==> src/rtl/wbq_pkg.sv <==
// Shared types and constants for the register-file writeback queue.
// An entry carries one late register write: destination register plus data.
package wbq_pkg;

  localparam int REG_ADDR_W = 5;
  localparam int REG_DATA_W = 32;

  localparam logic [REG_ADDR_W-1:0] REG_ZERO = '0;

  typedef struct packed {
    logic [REG_ADDR_W-1:0] rd;
    logic [REG_DATA_W-1:0] data;
  } wbq_entry_t;

endpackage

==> src/rtl/wbq_match.sv <==
// Per-read-port lookup over the queued writes: pending flag and, with
// WBQ_BYPASS_EN defined, the data of the youngest matching entry.
module wbq_match
  import wbq_pkg::*;
#(
  parameter int DEPTH = 4,
  parameter int PTR_W = $clog2(DEPTH)
) (
  input  wbq_entry_t [DEPTH-1:0] i_entries,
  input  logic [DEPTH-1:0]       i_valid,
  input  logic [PTR_W-1:0]       i_head,
  input  logic [REG_ADDR_W-1:0]  i_addr,
  output logic                   o_pend
`ifdef WBQ_BYPASS_EN
  ,
  output logic [REG_DATA_W-1:0]  o_data
`endif
);

  logic [PTR_W-1:0] w_slot [DEPTH];
  logic [DEPTH-1:0] w_age_hit;

  // Hits are indexed by age: position 0 is the head (oldest), DEPTH-1 the youngest slot.
  for (genvar k = 0; k < DEPTH; k++) begin : g_age
    assign w_slot[k]    = i_head + PTR_W'(k);
    assign w_age_hit[k] = i_valid[w_slot[k]] &&
                          (i_entries[w_slot[k]].rd == i_addr) &&
                          (i_addr != REG_ZERO);
  end

  assign o_pend = |w_age_hit;

`ifdef WBQ_BYPASS_EN
  logic w_found;

  // Walk from the tail end back toward the head so the youngest write wins.
  always_comb begin
    o_data  = '0;
    w_found = 1'b0;
    for (int k = DEPTH - 1; k >= 0; k--) begin
      if (!w_found && w_age_hit[k]) begin
        o_data  = i_entries[w_slot[k]].data;
        w_found = 1'b1;
      end
    end
  end
`else
  logic [REG_DATA_W-1:0] w_unused_data;

  always_comb begin
    w_unused_data = '0;
    for (int i = 0; i < DEPTH; i++) begin
      w_unused_data = w_unused_data ^ i_entries[i].data;
    end
  end
`endif

endmodule

==> src/rtl/regfile_writeback_queue.sv <==
// Queue of late register-file writes drained into the single RF write port
// when the main pipeline leaves it idle. WBQ_BYPASS_EN adds byp_data1/2 ports.
module regfile_writeback_queue
  import wbq_pkg::*;
#(
  parameter int DEPTH  = 4,
  parameter int DATA_W = REG_DATA_W,
  parameter int ADDR_W = REG_ADDR_W
) (
  input  logic                     clk,
  input  logic                     rst_n,
  input  logic                     in_valid,
  output logic                     in_ready,
  input  logic [ADDR_W-1:0]        in_rd,
  input  logic [DATA_W-1:0]        in_data,
  input  logic                     flush,
  input  logic                     wr_block,
  output logic                     rf_we,
  output logic [ADDR_W-1:0]        rf_waddr,
  output logic [DATA_W-1:0]        rf_wdata,
  input  logic [ADDR_W-1:0]        q_raddr1,
  input  logic [ADDR_W-1:0]        q_raddr2,
  output logic                     pend1,
  output logic                     pend2,
  output logic [$clog2(DEPTH):0]   count
`ifdef WBQ_BYPASS_EN
  ,
  output logic [DATA_W-1:0]        byp_data1,
  output logic [DATA_W-1:0]        byp_data2
`endif
);

  localparam int PTR_W = $clog2(DEPTH);
  localparam int CNT_W = PTR_W + 1;

  wbq_entry_t [DEPTH-1:0] r_mem;
  logic [DEPTH-1:0]       r_valid;
  logic [PTR_W-1:0]       r_head;
  logic [PTR_W-1:0]       r_tail;
  logic [CNT_W-1:0]       r_count;
  logic                   r_live;

  logic       w_empty;
  logic       w_full;
  logic       w_push;
  logic       w_pop;
  wbq_entry_t w_head_entry;

  assign w_empty  = (r_count == '0);
  assign w_full   = (r_count == CNT_W'(DEPTH));
  assign in_ready = r_live & ~w_full & ~flush;

  // Writes to r0 complete the handshake but never occupy a slot.
  assign w_push = in_valid & in_ready & (in_rd != ADDR_W'(REG_ZERO));

  assign rf_we        = ~w_empty & ~wr_block & ~flush;
  assign w_pop        = rf_we;
  assign w_head_entry = r_mem[r_head];
  assign rf_waddr     = w_empty ? '0 : ADDR_W'(w_head_entry.rd);
  assign rf_wdata     = w_empty ? '0 : DATA_W'(w_head_entry.data);
  assign count        = r_count;

  // r_live holds in_ready low until the first clock edge after reset release.
  always_ff @(posedge clk or negedge rst_n) begin
    if (!rst_n) begin
      r_live  <= 1'b0;
      r_head  <= '0;
      r_tail  <= '0;
      r_count <= '0;
      r_valid <= '0;
    end else begin
      r_live <= 1'b1;
      if (flush) begin
        r_head  <= '0;
        r_tail  <= '0;
        r_count <= '0;
        r_valid <= '0;
      end else begin
        if (w_push) begin
          r_tail <= r_tail + PTR_W'(1);
        end
        if (w_pop) begin
          r_head <= r_head + PTR_W'(1);
        end
        r_count <= r_count + CNT_W'(w_push) - CNT_W'(w_pop);
        r_valid <= (r_valid | (DEPTH'(w_push) << r_tail)) &
                   ~(DEPTH'(w_pop) << r_head);
      end
    end
  end

  // Payload storage needs no reset; r_valid and r_count qualify every read of it.
  always_ff @(posedge clk) begin
    if (w_push) begin
      r_mem[r_tail] <= '{rd: REG_ADDR_W'(in_rd), data: REG_DATA_W'(in_data)};
    end
  end

`ifdef WBQ_BYPASS_EN
  logic [REG_DATA_W-1:0] w_byp1;
  logic [REG_DATA_W-1:0] w_byp2;

  assign byp_data1 = DATA_W'(w_byp1);
  assign byp_data2 = DATA_W'(w_byp2);
`endif

  wbq_match #(
    .DEPTH (DEPTH)
  ) u_match1 (
    .i_entries (r_mem),
    .i_valid   (r_valid),
    .i_head    (r_head),
    .i_addr    (REG_ADDR_W'(q_raddr1)),
    .o_pend    (pend1)
`ifdef WBQ_BYPASS_EN
    ,
    .o_data    (w_byp1)
`endif
  );

  wbq_match #(
    .DEPTH (DEPTH)
  ) u_match2 (
    .i_entries (r_mem),
    .i_valid   (r_valid),
    .i_head    (r_head),
    .i_addr    (REG_ADDR_W'(q_raddr2)),
    .o_pend    (pend2)
`ifdef WBQ_BYPASS_EN
    ,
    .o_data    (w_byp2)
`endif
  );

endmodule

==> config.mk <==
export PLATFORM = sky130hd
export DESIGN_NAME = regfile_writeback_queue
export DESIGN_NICKNAME = d
export VERILOG_FILES = /design/src/rtl/wbq_pkg.sv /design/src/rtl/wbq_match.sv /design/src/rtl/regfile_writeback_queue.sv
export SDC_FILE = /design/constraint.sdc
export NUM_CORES = 1
export LEC_CHECK = 0
export ABC_AREA = 1
export CAP_MARGIN = 15
export CORE_MARGIN = 4
export CORE_UTILIZATION = 60
export CTS_CLUSTER_SIZE = 12
export DETAILED_ROUTE_END_ITERATION = 12
export PLACE_DENSITY = 0.84
export SYNTH_ARGS = -nofsm -noshare
export SYNTH_HDL_FRONTEND = slang
export SYNTH_HIERARCHICAL = 1
export SYNTH_SLANG_ARGS = --single-unit
==> constraint.sdc <==
create_clock -name clk -period 4.9 [get_ports clk]
set_clock_uncertainty 0.2 [all_clocks]
set_input_delay 1.225 -clock clk [delete_from_list [all_inputs] [get_ports clk]]
set_output_delay 1.225 -clock clk [all_outputs]
set_load 0.02 [all_outputs]
Yosys cells after proc, flatten, opt, wreduce, memory -nomap -nowiden
Cells that the tools add are included.
{"block": "totals", "latchBits": 0, "reg_bits": 160, "output_inout_bits": 44, "n_memories": 0, "ram_bits": 0, "rom_bits": 0, "word_cells": 101, "input_bits": 52}
{"block": "op_classes", "n_reduce_logical": 25, "n_mul": 0, "addsub": 6, "shift": 2, "bitwise_logic": 13, "magnitude_cmp": 6, "muxes": 27, "n_eq_ne": 9, "div": 0}
{"op": "37-bit binary-select mux with 2-bit select", "n": 4}
{"op": "37-bit two-way mux", "n": 5}
{"op": "148-bit bitwise mux", "n": 1}
{"op": "37-bit demux with 2-bit select", "n": 1}
{"op": "5-bit == test", "n": 8}
{"op": "32-bit two-way mux", "n": 1}
{"op": "1-bit logical AND", "n": 17}
{"op": "2-bit by 3-bit less-than comparator with 1-bit output (second input constant)", "n": 5}
{"op": "5-bit nonzero test", "n": 3}
{"op": "1-bit binary-select mux with 2-bit select", "n": 4}
{"op": "2-bit two-way mux", "n": 4}
{"op": "4-bit OR reduction", "n": 2}
{"op": "1-bit by 2-bit << shifter with 4-bit output", "n": 2}
{"op": "1-bit AND", "n": 6}
{"op": "5-bit two-way mux", "n": 1}
{"op": "2-bit by 1-bit adder with 2-bit output (second input constant)", "n": 2}
{"op": "2-bit adder (second input constant)", "n": 2}
{"op": "4-bit AND", "n": 1}
{"op": "1-bit two-way mux", "n": 4}
{"op": "4-bit two-way mux", "n": 1}
{"op": "1-bit NOT", "n": 4}
{"op": "4-bit NOT", "n": 1}
{"op": "4-bit bitwise OR", "n": 1}
{"op": "2-bit nonzero test", "n": 2}
{"op": "other kinds (6)", "n": 6}

Longest topological paths before layout
{"block": "depth", "ltp_word": 10, "mapped_depth": 13, "depth_no_buf": 12}

Modules after synthesis
Netlist, hierarchy kept.
{"module": "regfile_writeback_queue", "instances": 1, "cells_each": 527, "seq_area_each_um2": 4744.6, "area_each_um2": 6463.7}
{"module": "wbq_match", "instances": 2, "cells_each": 245, "seq_area_each_um2": 0.0, "area_each_um2": 1017.2}

Worst setup path before layout
No wires, ideal clock.
{"block": "synth_timing", "path_type": "input to register", "start": "input flush", "end": "register r_mem[100] in the netlist's numbering, enable pin", "setup_time_ns": 0.431, "arrival_ns": 3.320, "path_slack_ns": 0.949, "t_required_ns": 4.269, "cell_stages": 6, "n_path_buf": 1, "path_cell_list": "buf_6 -> nor2_4 -> nand3_2 -> nor2_4 -> inv_2 -> nor2_1"}
{"block": "synth_between", "elab_chain_len": 4}
{"element": "start, declared", "line": "regfile_writeback_queue.sv:16", "source": "input logic flush,"}
{"element": "1-bit NOT", "line": "regfile_writeback_queue.sv:51", "source": "assign in_ready = r_live & ~w_full & ~flush;"}
{"element": "1-bit AND", "line": "regfile_writeback_queue.sv:51"}
{"element": "1-bit AND (2 in a row)", "line": "regfile_writeback_queue.sv:54", "source": "assign w_push = in_valid & in_ready & (in_rd != ADDR_W'(REG_ZERO));"}
{"element": "end signal, assigned by index", "line": "regfile_writeback_queue.sv:95", "source": "r_mem[r_tail] <= '{rd: REG_ADDR_W'(in_rd), data: REG_DATA_W'(in_data)};"}
{"element": "end, declared", "line": "regfile_writeback_queue.sv:36", "source": "wbq_entry_t [DEPTH-1:0] r_mem;"}
No other way between the ends.
A chain may end at the register's enable or synchronous reset.

Final worst setup path
{"block": "layout_timing", "start": "register r_head[0]", "end": "output pend1"}
{"block": "layout_between", "elab_chain_len": 7, "word_cells_on_any_way": 32, "classes_between": "add/sub: 3; eq/ne: 4; mux: 16; reduce/logical: 9"}
{"element": "start, declared", "line": "regfile_writeback_queue.sv:38", "source": "logic [PTR_W-1:0] r_head;"}
{"element": "start signal, assigned", "line": "regfile_writeback_queue.sv:83", "source": "r_head <= r_head + PTR_W'(1);"}
{"element": "2-bit by 1-bit adder with 2-bit output / 2-bit adder (equally long branches)", "line": "wbq_match.sv:25", "source": "assign w_slot[k] = i_head + PTR_W'(k);"}
{"element": "37-bit binary-select mux with 2-bit select", "line": "wbq_match.sv:27", "source": "(i_entries[w_slot[k]].rd == i_addr) &&"}
{"element": "37-bit two-way mux (implied by the code)", "line": "wbq_match.sv:27"}
{"element": "5-bit == test", "line": "wbq_match.sv:27"}
{"element": "1-bit logical AND", "line": "wbq_match.sv:26", "source": "assign w_age_hit[k] = i_valid[w_slot[k]] &&"}
{"element": "1-bit logical AND", "line": "wbq_match.sv:27"}
{"element": "4-bit OR reduction *", "line": "wbq_match.sv:31", "source": "assign o_pend = |w_age_hit;"}
{"element": "end, declared", "line": "regfile_writeback_queue.sv:23", "source": "output logic pend1,"}
Mark *: on every way between the ends. The rest lies on a longest branch, timed or not. The select of a mux whose other input is x is not followed.

==> impl_metrics.ini <==
[clock_tree]
clockBufferDepth = 2
clk_pin_slew_worst_paths_ps = 60
clock-root-buffer = clkbuf_16
tritoncts = built
cts_hold_buf = 0
post_cts_buffers = 0
cts_made_buffers = 17
clkLatencyLatePin_ps = 410
cts_resized = 0
cts_num_sinks = 160
cts_max_level = 4

[synthesis]
syn_area_um2 = 8498
ys_async_sr_fraction_pct = 7.500
synth_cells = 1017
synth_ff_type = edfxtp_1
synth_area_leaders = edfxtp_1, nand2_1, nor2_1
netlist.area_leader.share_pct = 52.30
syn_nets = 1076
synth_area_leader_cell = edfxtp_1
synth_seq_cells = 160
ys_seq_area_share_pct = 55.83
yosysWarnings = 6
synthDistinctLibCells = 25
syn_area_per_cell_um2 = 8.356
synth_edf_count = 148

[die]
core_um2 = 13880
die_w_um = 127.0
start_util_pct = 61.22
rows = 43
die_h_um = 127.0
die-area_um2 = 16130
ios = 96

[global_routing]
grt_use_met2_pct = 43.46
grt_use_met3_pct = 5.560
antenna_found_initial = 1
overflow = 0
grt_usage_pct = 25.78
grt_pass1_wl_um = 32950
grt_pass1_vias = 6784
grt_max_degree = 48
use_met1_pct = 32.77
busiest_layer = met2

[setup_path]
critical_path.endpoint = pend1
critPathLaunchType = flop
required_ps = 3470
cp-end-kind = primary output
cp-startpoint = r_head[0]$_DFFE_PN0P_
worst-setup-path-type = flop to primary output
r2r_slack_ps = 2440
reg2regPathDepth = 12
r2r_end = count[2]$_DFF_PN0_
crit_fanout = 47
reg2reg_from = count[1]$_DFF_PN0_
cp_data_arrival_time_ps = 3190

[pwr]
internal-power_uw = 3028
total_power_uw = 5083
sw_frac_of_total_pct = 40.44
clkPwrFrac_pct = 24.3
power_frac_seq_pct = 32.3
combPwrFrac_pct = 43.4
irDropWorstVdd_mv = 0.3799
p_per_area_nw_per_um2 = 504.0
p_leak_uw = 0.004072
p_sw_uw = 2055

[finish]
nFillCells = 994
antennaDiodeCount = 0
finalNonFillerCells = 1288
nets = 1154
area_delta_synth_final_pct = 18.68
drive_gt1_share_pct = 5.776

[drt]
route.detailed.drc = 0
drt_wl_total_um = 20960
drt_pass1_iterations = 8
ant_nets = 0
vias = 7308
post_drt_wl_per_cell_um = 16.27
dr.first_iter.drc_count = 863
via_per_inst = 5.674

[run_status]
status = finished clean

[sta]
tightest_slew_ps = 772.8
hold_violations = 0
finalSetupViolCount = 0
clock.fmax_ghz = 0.2168
period_needed_ps = 4612
timing.final.crit_share_pct = 94.13
rsz0062_at_grt = no
slew_headroom_pct = 48.41
tns_ps = 0
slew_violations = 0

[place]
dp_hpwl_um = 13460
dp_cells = 1256
place.gp.congestion = 0.9093
port_buffers = 95

[run]
maxCapViolCount = 0

[worst_hold_path]
hp-start = r_tail[1]$_DFFE_PN0P_
hp-class = flop to flop
[synth_stat cells, types with 2 or more instances]
library cell    n
nand2_1       329
buf_6           9
buf_4          12
inv_2           7
nand3_1        98
edfxtp_1      148
dfrtp_1        12
nor2_1        191
o21ai_0        48
nor2_4          2
clkbuf_1        7
ha_1            6
a21oi_1        49
inv_1          36
o21ai_1        30
nand2_2         4
buf_2          20
nor3_1          2
[cells in the final DEF, fill, tap and decap left out, drive strengths merged]
cell type,instances
buf,13
conb,1
clkbuf,17
dfrtp,12
ha,6
xor2,1
clkdlybuf4s50,95
inv,46
nand3,99
clkinvlp,3
clkinv,8
a21oi,49
nand2,333
bufinv,1
nor2,193
edfxtp,148
fa,1
xnor2,1
nor3,2
o21ai,78
o211ai,1
[worst min-delay path by stage]
| stage | end | slack [ps] | depth (start not counted) |
|---|---|---|---|
| floorplan | r_tail[1]$_DFFE_PN0P_ | 330 | 2 |
| global placement | r_tail[1]$_DFFE_PN0P_ | 370 | 2 |
| detailed placement | r_tail[1]$_DFFE_PN0P_ | 390 | 2 |
| CTS | r_tail[1]$_DFFE_PN0P_ | 410 | 2 |
| global route | r_tail[1]$_DFFE_PN0P_ | 420 | 2 |
| finish | r_tail[1]$_DFFE_PN0P_ | 400 | 2 |
[power groups by stage]
| stage | Clock (uW) | Sequential, uW | Combinational (uW) |
|---|---|---|---|
| 3_3_place_gp | 0 | 1670 | 2120 |
| 6_report | 1240 | 1640 | 2210 |
| 2_1_floorplan | 0 | 1610 | 1570 |
| 4_1_cts | 1240 | 1640 | 2190 |
| 5_1_grt | 1310 | 1650 | 2440 |
| 3_5_place_dp | 0 | 1670 | 2160 |
[state kept, by name, indices dropped and copies added, names as in the netlist]
name     cells
r_mem      148
r_head       2
r_live       1
r_tail       2
r_valid      4
count        3
[routing by layer]
metal / up-vias / wire [um]
li1: 3525 / -
met1: 3349 / 8334
met2: 368 / 10360
met3: 64 / 1583
met4: 2 / 663
met5: - / 13
[cell type report]
type	count	area, um2	area share, %
clock buffers	17	425.4	4.218
clock inverters	15	138.9	1.377
inverters	43	161.4	1.600
multi-input cells	765	3299	32.71
flip-flops and latches	160	4750	47.09
well taps	180	225.2	2.233
repair buffers	108	1086	10.77
[critical path: stages, from the launching register on]
cell	delay [ps]
dfrtp_4	680
inv_2	420
nand2_1	120
nand2_2	250
nand2_1	120
nand3_1	100
nand2_1	70
nor2_1	110
nand3_1	80
nand2_1	70
nor2_1	30
nor2_1	80
clkdlybuf4s50_1	610
[kinds of logic after synthesis]
logic type      count (synthesis)  synth area share, %
fa+ha+maj                       7                1.119
compound gates                128                7.568
simple gates                  627                29.53
other cells                     1              0.04413
flops                         160                55.83
buf+inv                        92                5.698
xor+xnor                        2               0.2062
[per-stage QoR]
step	util [%]	worst slack [ps]	instance area [um2]	hold slack, ps
final	72.66	287.8	10090	399.4
after global routing	72.66	72.30	10090	418.6
after CTS	72.66	319.8	10090	405.2
after detailed placement	68.60	388.7	9522	388.8
after global placement	68.60	433.3	9522	369.4
after floorplan	-	948.9	8498	331.4
No activity file was read; power rests on OpenSTA's default activity.
